==> src/rtl/fa_chunk_adder.sv <==
// -----------------------------------------------------------------------------
// fa_chunk_adder
//
// Multi-cycle adder: s = a + b + ci (mod 2^WIDTH), co = carry out of bit WIDTH-1.
// CHUNK bits are added per clock through a registered carry, so the
// combinational path is one CHUNK-bit ripple regardless of WIDTH.
// A result takes NCHUNK + 2 cycles from acceptance to the next possible
// acceptance (IDLE -> NCHUNK x BUSY -> DONE -> IDLE).
//
// Parameters:
//   WIDTH  operand / sum width; must be an exact multiple of CHUNK
//   CHUNK  bits added per clock, 1 <= CHUNK <= WIDTH
//
// Ports:
//   clk    clock, all state on rising edge
//   rst    synchronous active-high reset, priority over every other input
//   start  request, accepted only on an edge where ready = 1
//   a, b   operands, sampled at acceptance
//   ci     carry in, sampled at acceptance
//   ready  high in IDLE only
//   done   one-cycle pulse: s/co (and ovf) were just updated
//   s      registered sum, held until the next completion
//   co     registered carry out
//   ovf    signed (two's-complement) overflow; only with FA_OVF_EN defined
//
// Build option: define FA_OVF_EN to add the ovf port and its logic.
// -----------------------------------------------------------------------------
module fa_chunk_adder #(
    parameter int WIDTH = 16,
    parameter int CHUNK = 4
) (
    input  logic             clk,
    input  logic             rst,
    input  logic             start,
    input  logic [WIDTH-1:0] a,
    input  logic [WIDTH-1:0] b,
    input  logic             ci,
    output logic             ready,
    output logic             done,
    output logic [WIDTH-1:0] s,
    output logic             co
`ifdef FA_OVF_EN
    ,
    output logic             ovf
`endif
);

    localparam int NCHUNK = WIDTH / CHUNK;
    localparam int IDXW   = (NCHUNK > 1) ? $clog2(NCHUNK) : 1;
    localparam logic [IDXW-1:0] LAST_IDX = IDXW'(NCHUNK - 1);

    typedef enum logic [1:0] {
        IDLE = 2'd0,
        BUSY = 2'd1,
        DONE = 2'd2
    } state_e;

    state_e           state_q, state_d;
    logic [IDXW-1:0]  idx_q, idx_d;
    logic [WIDTH-1:0] a_q, a_d;
    logic [WIDTH-1:0] b_q, b_d;
    logic             carry_q, carry_d;
    logic [WIDTH-1:0] work_q, work_d;
    logic [WIDTH-1:0] s_q, s_d;
    logic             co_q, co_d;
    logic             done_q, done_d;
`ifdef FA_OVF_EN
    logic             ovf_q, ovf_d;
`endif

    logic [CHUNK-1:0] a_chunk;
    logic [CHUNK-1:0] b_chunk;
    logic [CHUNK:0]   chunk_res;

    // -------------------------------------------------------------------------
    // Next-state and datapath
    // -------------------------------------------------------------------------
    always_comb begin
        // NOTE: every variable gets a default before the case so no path
        // leaves one unassigned, which would infer a latch.
        state_d = state_q;
        idx_d   = idx_q;
        a_d     = a_q;
        b_d     = b_q;
        carry_d = carry_q;
        work_d  = work_q;
        s_d     = s_q;
        co_d    = co_q;
        done_d  = 1'b0;
`ifdef FA_OVF_EN
        ovf_d   = ovf_q;
`endif

        a_chunk   = a_q[idx_q*CHUNK +: CHUNK];
        b_chunk   = b_q[idx_q*CHUNK +: CHUNK];
        chunk_res = {1'b0, a_chunk} + {1'b0, b_chunk} + {{CHUNK{1'b0}}, carry_q};

        case (state_q)
            IDLE: begin
                if (start) begin
                    a_d     = a;
                    b_d     = b;
                    carry_d = ci;
                    idx_d   = '0;
                    state_d = BUSY;
                end
            end

            BUSY: begin
                work_d[idx_q*CHUNK +: CHUNK] = chunk_res[CHUNK-1:0];
                carry_d = chunk_res[CHUNK];
                idx_d   = idx_q + IDXW'(1);
                if (idx_q == LAST_IDX) begin
                    // work_d already holds the final chunk here, so s never
                    // exposes a partially built sum.
                    s_d     = work_d;
                    co_d    = chunk_res[CHUNK];
                    done_d  = 1'b1;
                    idx_d   = '0;
                    state_d = DONE;
`ifdef FA_OVF_EN
                    // Carry into the MSB is recovered from the MSB sum bit:
                    // sum = a ^ b ^ cin  =>  cin = a ^ b ^ sum.
                    ovf_d = (a_chunk[CHUNK-1] ^ b_chunk[CHUNK-1] ^ chunk_res[CHUNK-1])
                            ^ chunk_res[CHUNK];
`endif
                end
            end

            DONE: begin
                state_d = IDLE;
            end

            default: begin
                state_d = IDLE;
            end
        endcase
    end

    // -------------------------------------------------------------------------
    // State register
    // -------------------------------------------------------------------------
    always_ff @(posedge clk) begin
        // NOTE: non-blocking assignments so every register samples the
        // pre-edge values, independent of statement order.
        if (rst) begin
            state_q <= IDLE;
            idx_q   <= '0;
            a_q     <= '0;
            b_q     <= '0;
            carry_q <= 1'b0;
            work_q  <= '0;
            s_q     <= '0;
            co_q    <= 1'b0;
            done_q  <= 1'b0;
`ifdef FA_OVF_EN
            ovf_q   <= 1'b0;
`endif
        end else begin
            state_q <= state_d;
            idx_q   <= idx_d;
            a_q     <= a_d;
            b_q     <= b_d;
            carry_q <= carry_d;
            work_q  <= work_d;
            s_q     <= s_d;
            co_q    <= co_d;
            done_q  <= done_d;
`ifdef FA_OVF_EN
            ovf_q   <= ovf_d;
`endif
        end
    end

    assign ready = (state_q == IDLE);
    assign done  = done_q;
    assign s     = s_q;
    assign co    = co_q;
`ifdef FA_OVF_EN
    assign ovf   = ovf_q;
`endif

endmodule

==> config.mk <==
export PLATFORM = sky130hd
export DESIGN_NAME = fa_chunk_adder
export DESIGN_NICKNAME = d
export VERILOG_FILES = /design/src/rtl/fa_chunk_adder.sv
export SDC_FILE = /design/constraint.sdc
export NUM_CORES = 1
export LEC_CHECK = 0
export ABC_AREA = 1
export BUFFER_PORTS_ARGS = -buffer_cell sky130_fd_sc_hd__buf_4
export CAP_MARGIN = 5
export CORE_UTILIZATION = 60
export DETAILED_ROUTE_END_ITERATION = 16
export PLACE_DENSITY = 0.95
export SETUP_SLACK_MARGIN = 0.02
export SYNTH_ARGS = -nofsm -noshare
export SYNTH_HDL_FRONTEND = slang
export SYNTH_SLANG_ARGS = --single-unit
==> constraint.sdc <==
create_clock -name clk -period 6.2 [get_ports clk]
set_clock_uncertainty 0.2 [all_clocks]
set_input_delay 0.31 -clock clk [delete_from_list [all_inputs] [get_ports clk]]
set_output_delay 0.31 -clock clk [all_outputs]
set_load 0.05 [all_outputs]
==> results.yml, run 1 <==
outcome:
  status: "finished, final reports clean"
die:
  chipHeight_microns: 75.6
  io_pins: 55
  start_util_pct: 62.9
  die_width_microns: 75.6
  coreArea_sq_um: 5170
  std_cell_rows: 26
  die-area_sq_um: 5720
sta:
  tns_ns: 0
  finalSetupViolCount: 0
  fin_crit_ns: 3.72
  relSlewSlack_pct: 42.2
  rsz0062_at_grt: "no"
  worst_slew_pin_slew_ns: 0.866
  period_share_pct: 60.1
  final_hold_viol_count: 0
  max_freq_mhz: 269
  drv_slew: 0
logic_synthesis:
  synth_cell_types: 29
  syn-cell-area_sq_um: 3250
  synth_nets: 490
  synth-async-reset-ratio_pct: 0
  synth_area_per_cell_sq_um: 7.35
  ys_seq_area_share_pct: 43.7
  ys_warn_count: 0
  synth_flop_cell: "dfxtp_1"
  syn_inst: 443
  synth_edf_count: 0
  synth_seq_cells: 71
cts:
  cts_inserted_buffers: 9
  cts_tree: "done"
  cts_setup_buffers: 0
  clock_latency_ns: 0.35
  ctsHoldBuffers: 26
  ctsResizeCount: 0
  root_buffer: "clkbuf_8"
  clkTransAtPathRegs_ns: 0.07
  clk_path_buf_depth: 2
  clkSinkCount: 71
  h-tree-depth: 3
critical_path:
  worst_ep_required_time_ns: 6.29
  r2r_start: "idx_q[0]"
  start_kind: "register"
  critPathCaptureType: "register"
  crit_type: "reg2reg"
  r2r_cells: 12
  path_max_fanout: 25
  r2r_slack_ns: 2.48
  rr_endpoint: "work_q[14]"
  worstPathArrival_ns: 3.82
placement:
  placed_cells: 544
  globalplace.congestion: 0.939
  io_buffers: 54
  dp_hpwl_microns: 4820
power:
  power.leakage_uw: 0.00201
  power.total_uw: 1040
  power_density_nw_per_um2: 254
  ir_drop_mv: 0.187
min_path:
  min_to: "a_q[5]"
  hold_start: "a[5]"
  min_path_type: "in2reg"
  hold_depth: 3
layout:
  antennaDiodeCount: 0
  drive_above_1_share_pct: 14.9
  final_common_cell: "nor2_1"
  stdcell_count: 587
  fin_nets: 559
  final_cell_mix: "94 x nor2_1, 71 x o21ai_0, 71 x dfxtp_1"
  areaGrowthSynthToFinish_pct: 25.7
  fillCellCount: 337
global_route:
  grt_pass1_vias: 3089
  grt_antenna_before_repair: 0
  grtUsageMet3_pct: 9.52
  top_usage_layer: "met2"
  grt-ovfl-total: 0
  grt_first_pass_wirelength_microns: 13000
  grt_use_total_pct: 30.7
  use_met2_pct: 53.8
  grt_max_degree: 52
  grt_use_met1_pct: 34.4
detailed_routing:
  drtIter0Drc: 215
  num_vias: 3210
  vias_per_cell: 5.47
  wl_per_cell_microns: 13.5
  post-route-drc-count: 0
  drt-total-wl_microns: 7930
  firstDrtPassIters: 5
  ant_nets: 0
flow_run:
  cap_violations: 0
[sequential cells by signal, indices dropped and copies added, names as in the netlist]
name,cells
work_q,16
done,1
state_q,2
carry_q,1
s,16
co,1
b_q,16
idx_q,2
a_q,16
[kinds of logic after synthesis]
logic type	Yosys count	synth area share, %
xor+xnor	1	0.269
flops	71	43.7
fa+ha+maj	11	4.69
compound gates	132	22.3
simple gates	142	18.1
buf+inv	86	11.0
[layer usage]
metal	vias to the layer above	wire [microns]	part of all wire (%)
li1	1566	-	-
met1	1490	3170	40
met2	131	4120	52
met3	23	451	5.7
met4	0	191	2.4
met5	-	0	0
[metrics by stage]
stage,area [sq um],setup slack (ns),hold slack [ns],util [%]
after detailed placement,3630,2.60,0.297,70.1
final,4090,2.48,0.0108,79.1
after global routing,4090,2.01,0.000502,79.1
after global placement,3630,2.78,0.294,70.1
after CTS,4060,2.58,0.00546,78.6
after floorplan,3250,3.46,0.245,-
[worst max-delay path, stage by stage (launching register included)]
cell     delay [ns]
dfxtp_1        0.84
inv_1          0.55
o21ai_0        0.28
o22ai_1        0.11
fa_1           0.45
fa_1           0.42
xor2_1         0.25
nand2_1        0.10
nor2_1         0.13
nand2_1        0.06
o21ai_0        0.09
o21ai_0        0.11
inv_1          0.06
[layout make-up]
cell class	count	area (sq um)	share of cell area [%]
inverters	63	236	5.78
flip-flops and latches	71	1420	34.7
clock inverters	3	17.5	0.428
well taps	70	87.6	2.14
repair buffers	81	693	16.9
multi-input cells	286	1480	36.1
clock buffers	13	159	3.88
[power by group]
part | total [uW] | internal [uW] | switching, uW
Sequential | 504 | 486 | 18.5
Clock | 334 | 166 | 168
Combinational | 199 | 80.4 | 119
Total | 1040 | 732 | 306
[worst max path at each step]
stage	start	endpoint	slack, ns	cells after the start
global placement	idx_q[0]	work_q[14]	2.78	12
global route	idx_q[0]	work_q[6]	2.01	12
floorplan	idx_q[0]	work_q[14]	3.46	14
CTS	idx_q[0]	work_q[14]	2.58	12
finish	idx_q[0]	work_q[14]	2.48	12
detailed placement	idx_q[0]	work_q[14]	2.60	12
[synth_stat cells (2+ instances only)]
| cell type | count | area [sq um] |
|---|---|---|
| nor2_1 | 94 | 353 |
| dfxtp_1 | 71 | 1420 |
| o21ai_0 | 71 | 355 |
| inv_1 | 59 | 221 |
| nand2_1 | 28 | 105 |
| a21oi_1 | 16 | 80.1 |
| o22ai_1 | 15 | 93.8 |
| nand3_1 | 11 | 55.1 |
| o21ai_1 | 11 | 55.1 |
| buf_2 | 10 | 50.1 |
| o21a_1 | 10 | 75.1 |
| ha_1 | 9 | 113 |
| o21bai_1 | 8 | 60.1 |
| clkbuf_1 | 7 | 26.3 |
| inv_2 | 3 | 11.3 |
| nand4_1 | 3 | 18.8 |
| buf_6 | 2 | 22.5 |
| clkbuf_2 | 2 | 10.0 |
| fa_1 | 2 | 40.0 |
| nor2_4 | 2 | 22.5 |
(Power assumes the default switching activity.)
==> run 2, diff against run 1 <==
Settings changed: CORE_UTILIZATION 60 to 50, PLACE_DENSITY 0.95 to 0.87.
Clock period 6.2 ns to 3.3 ns, I/O delays scaled along.
==> run 2 against run 1 <==
  * Utilization is 12 points lower
  * Via count is 3.6% lower
  * Combinational power is 94% higher
  * Clock power is 120% higher
  * Sequential share of layout area is 1.0 points lower
  * Critical path depth is 2 lower
  * Sequential power is 87% higher
  * Worst setup slack worse by 2.2 ns
  * Final area is 3.1% higher
  * Global-route usage is 6.3 points lower
  * Die area is 19% higher
  * Critical endpoint is now carry_q
==> results.yml, run 2 (synthesis gave the netlist of run 1 again) <==
sta:
  max_freq_mhz: 334
  finalSetupViolCount: 0
  drv_slew: 0
  rsz0062_at_grt: "no"
  worst_slew_pin_slew_ns: 0.845
  finalWorstSetupSlack_ns: 0.306
  relSlewSlack_pct: 43.6
  tns_ns: 0
  fin_crit_ns: 2.99
  period_share_pct: 90.7
  final_hold_viol_count: 0
placement:
  placed_cells: 555
  io_buffers: 54
  dp_slack_ns: 0.379
  globalplace.congestion: 0.844
  placed_area_sq_um: 3670
  dp_hpwl_microns: 4900
layout:
  design_area_sq_um: 4220
  fillCellCount: 524
  final_common_cell: "nor2_1"
  final-seq-area_sq_um: 1420
  drive_above_1_share_pct: 15.4
  multiInputGateArea_sq_um: 1480
  fin_nets: 571
  areaGrowthSynthToFinish_pct: 29.6
  antennaDiodeCount: 0
  final_cell_mix: "94 x nor2_1, 71 x o21ai_0, 70 x dfxtp_1"
  stdcell_count: 604
cts:
  cts_tree: "done"
  clock_latency_ns: 0.35
  root_buffer: "clkbuf_8"
  h-tree-depth: 3
  cts_inserted_buffers: 9
  cts_setup_buffers: 0
  clkSinkCount: 71
  clk_path_buf_depth: 2
  clkTransAtPathRegs_ns: 0.07
die:
  start_util_pct: 51.5
  io_pins: 55
  std_cell_rows: 29
  die_width_microns: 82.7
  coreArea_sq_um: 6310
  die-area_sq_um: 6840
  chipHeight_microns: 82.7
detailed_routing:
  firstDrtPassIters: 5
  ant_nets: 0
  num_vias: 3093
  wl_per_cell_microns: 12.4
  vias_per_cell: 5.12
  post-route-drc-count: 0
  drtIter0Drc: 183
  drt-total-wl_microns: 7480
power:
  power_density_nw_per_um2: 485
  ir_drop_mv: 0.382
  power.total_uw: 2040
  power.leakage_uw: 0.00207
min_path:
  min_path_type: "in2reg"
  hold_depth: 5
global_route:
  grt_antenna_before_repair: 0
  grt_first_pass_wirelength_microns: 12700
  grt_use_total_pct: 24.5
  grt-ovfl-total: 0
  grt_pass1_vias: 2908
  grt_max_degree: 52
critical_path:
  path_max_fanout: 13
  start_kind: "register"
  r2r_cells: 10
  worst_ep_required_time_ns: 3.34
  critPathCaptureType: "register"
  worstPathArrival_ns: 3.03
  crit_type: "reg2reg"
outcome:
  status: "finished, final reports clean"
flow_run:
  cap_violations: 0
==> run 2: through the flow <==
| step | hold slack, ns | utilization (%) |
|---|---|---|
| finish | 0.314 | 66.8 |
| CTS | 0.308 | 66.8 |
| floorplan | 0.0999 | - |
| detailed placement | 0.191 | 58.1 |
| global placement | 0.185 | 58.1 |
| global route | 0.333 | 66.8 |
==> run 2: area by class of cell <==
type / count / share of cell area [%]
Multi-Input combinational cell: 286 / 35.0
Inverter: 63 / 5.61
Timing Repair Buffer: 93 / 18.6
Clock inverter: 5 / 1.78
Clock buffer: 9 / 2.94
Sequential cell: 71 / 33.7
Tap cell: 77 / 2.28
==> run 2: power by group <==
part	switching (uW)	total, uW	internal, uW
sequential	26.7	940	913
clock	306	719	413
combinational	225	387	161
==> run 2: what timing repair did <==
action / CTS / global route
gates resized for setup: 0 / 1
hold buffers: 35 / 0
endpoints found under the setup margin: 0 / 1
hold endpoints to repair: 36 / 0
==> run 2: metal layers <==
layer | global-route usage, % | vias to the layer above | wire (microns)
li1 | - | 1587 | -
met1 | 27.6 | 1402 | 3210
met2 | 43.9 | 94 | 3800
met3 | 6.70 | 10 | 378
met4 | 8.28 | 0 | 85
met5 | 0 | - | 0
==> run 2: worst paths after layout <==
path	slack (ns)	startpoint	to
max	0.31	idx_q[1]	carry_q
min	0.31	start	state_q[0]
max reg2reg	0.31	idx_q[1]	carry_q
min reg2reg	0.32	a_q[10]	a_q[10]
==> run 2: worst max-delay path, stage by stage, from the launching register on <==
cell and delay, ns:
dfxtp_2 0.44, inv_1 0.20, o21ai_0 0.12, o22ai_1 0.11
fa_1 0.45, fa_1 0.43, a21oi_1 0.14, o21bai_1 0.10
nand2_1 0.07, a31oi_1 0.07, dlygate4sd3_1 0.56
==> run 3, diff against run 2 <==
Settings changed: CORE_ASPECT_RATIO set to 1.25.
==> run 3 against run 2 <==
  * Sequential share of layout area fell by 0.24 points
  * Flip-flop and latch count unchanged
  * Global-route usage rose by 0.80 points
  * Utilization is 1.1 points higher
  * Cell count up 1.8%
  * Register-to-register slack worse by 0.09 ns
  * Clock power about the same
  * First-iteration DRC count up 5.5%
  * Worst setup slack got worse by 0.091 ns
  * Hold slack got worse by 0.0012 ns
  * Die area about the same
==> results.yml, run 3 (synthesis gave the netlist of run 1 again) <==
outcome:
  status: "finished, final reports clean"
critical_path:
  worstSetupPathDepth: 10
  crit_top_cell: "fa_1"
  path_max_fanout: 17
  r2r_cells: 10
  r2r_start: "idx_q[0]"
  startpoint: "idx_q[0]"
  path_buf_inv: 2
  r2r_slack_ns: 0.22
  crit_family: "adder cells"
  crit_path_end: "carry_q"
  slowest_delay_ns: 0.57
  rr_endpoint: "carry_q"
  crit_type: "reg2reg"
  cp_slowest_cell: "dlygate4sd3_1"
  crit_chain: "inv_1 > o21ai_0 > o22ai_1 > fa_1 > fa_1 > a21oi_1 > o21bai_1 > nand2_1 > a31oi_1 > dlygate4sd3_1"
  worst_ep_required_time_ns: 3.33
  critPathCaptureType: "register"
  start_kind: "register"
  worstPathArrival_ns: 3.11
detailed_routing:
  drt-total-wl_microns: 7870
  wl_per_cell_microns: 12.8
  vias_per_cell: 5.15
  post-route-drc-count: 0
  ant_nets: 0
  drtIter0Drc: 193
  firstDrtPassIters: 6
  num_vias: 3167
sta:
  tns_ns: 0
  relSlewSlack_pct: 41.4
  worst_slew_pin_slew_ns: 0.878
  period_share_pct: 93.5
  fin_crit_ns: 3.08
  final_hold_viol_count: 0
  drv_slew: 0
  rsz0062_at_grt: "no"
  max_freq_mhz: 324
  finalSetupViolCount: 0
cts:
  clock_latency_ns: 0.34
  cts_inserted_buffers: 9
  clkSinkCount: 71
  h-tree-depth: 3
  cts_setup_buffers: 0
  clk_path_buf_depth: 2
  clkTransAtPathRegs_ns: 0.07
  root_buffer: "clkbuf_8"
  ctsHoldBuffers: 35
  ctsResizeCount: 0
  cts_tree: "done"
global_route:
  grt_use_total_pct: 25.3
  grt-ovfl-total: 0
  grt_first_pass_wirelength_microns: 13400
  grt_max_degree: 37
  grt_antenna_before_repair: 0
  grt_pass1_vias: 3111
layout:
  final_cell_mix: "94 x nor2_1, 71 x o21ai_0, 71 x dfxtp_1"
  antennaDiodeCount: 0
  areaGrowthSynthToFinish_pct: 30.4
  fin_nets: 572
  final_common_cell: "nor2_1"
  final-seq-area_sq_um: 1420
  stdcell_count: 615
  drive_above_1_share_pct: 15.5
  multiInputGateArea_sq_um: 1480
  fillCellCount: 532
die:
  io_pins: 55
  start_util_pct: 52.1
  std_cell_rows: 32
  die_width_microns: 74.2
  coreArea_sq_um: 6250
  die-area_sq_um: 6840
  chipHeight_microns: 92.2
power:
  ir_drop_mv: 0.343
  power.leakage_uw: 0.00208
  power_density_nw_per_um2: 484
placement:
  placed_cells: 564
  io_buffers: 54
  dp_hpwl_microns: 5070
  globalplace.congestion: 0.883
flow_run:
  cap_violations: 0
min_path:
  min_path_type: "in2reg"
[run 3: final cells by class]
| class | count | share of cell area (%) |
|---|---|---|
| Multi-Input combinational cell | 286 | 34.8 |
| Sequential cell | 71 | 33.5 |
| Timing Repair Buffer | 94 | 18.7 |
| Inverter | 63 | 5.57 |
| Clock buffer | 13 | 3.98 |
| Tap cell | 85 | 2.51 |
| Clock inverter | 3 | 0.944 |
[run 3: tightest hold or removal path: stages]
cell,delay [ns]
buf_4,0.10
inv_1,0.08
nor2_4,0.04
buf_4,0.21
o21a_1,0.20
[run 3: worst min path at each step]
stage,startpoint,end,slack (ns),cells after the start
2_1_floorplan,b[0],b_q[0],0.1,2
3_3_place_gp,a[10],a_q[10],0.19,3
3_5_place_dp,b[1],b_q[1],0.19,3
4_1_cts,start,state_q[0],0.30,5
5_1_grt,b_q[6],b_q[6],0.35,2
6_report,start,state_q[0],0.31,5
[run 3: where the power goes]
part	switching (uW)	internal (uW)
logic	235	161
clock network	310	409
registers	25.7	913
[run 3: layer usage]
metal  GRT usage, %  vias up  share of wire (%)
li1               -     1599                  -
met5              0        -                  0
met4           12.5        0                2.1
met2           44.2      107                 53
met3           4.29       20                4.0
met1           28.7     1441                 41
[run 3: per-stage QoR]
step | util (%) | instance area, sq um | worst slack [ns] | power (uW) | hold WS [ns]
6_report | 67.9 | 4240 | 0.215 | 2050 | 0.313
5_1_grt | 67.9 | 4240 | 0.0749 | 2150 | 0.352
4_1_cts | 67.9 | 4240 | 0.277 | 2050 | 0.304
3_5_place_dp | 59.0 | 3680 | 0.525 | 1310 | 0.192
3_3_place_gp | 59.0 | 3680 | 0.620 | 1290 | 0.185
2_1_floorplan | - | 3250 | 0.561 | 1200 | 0.0999
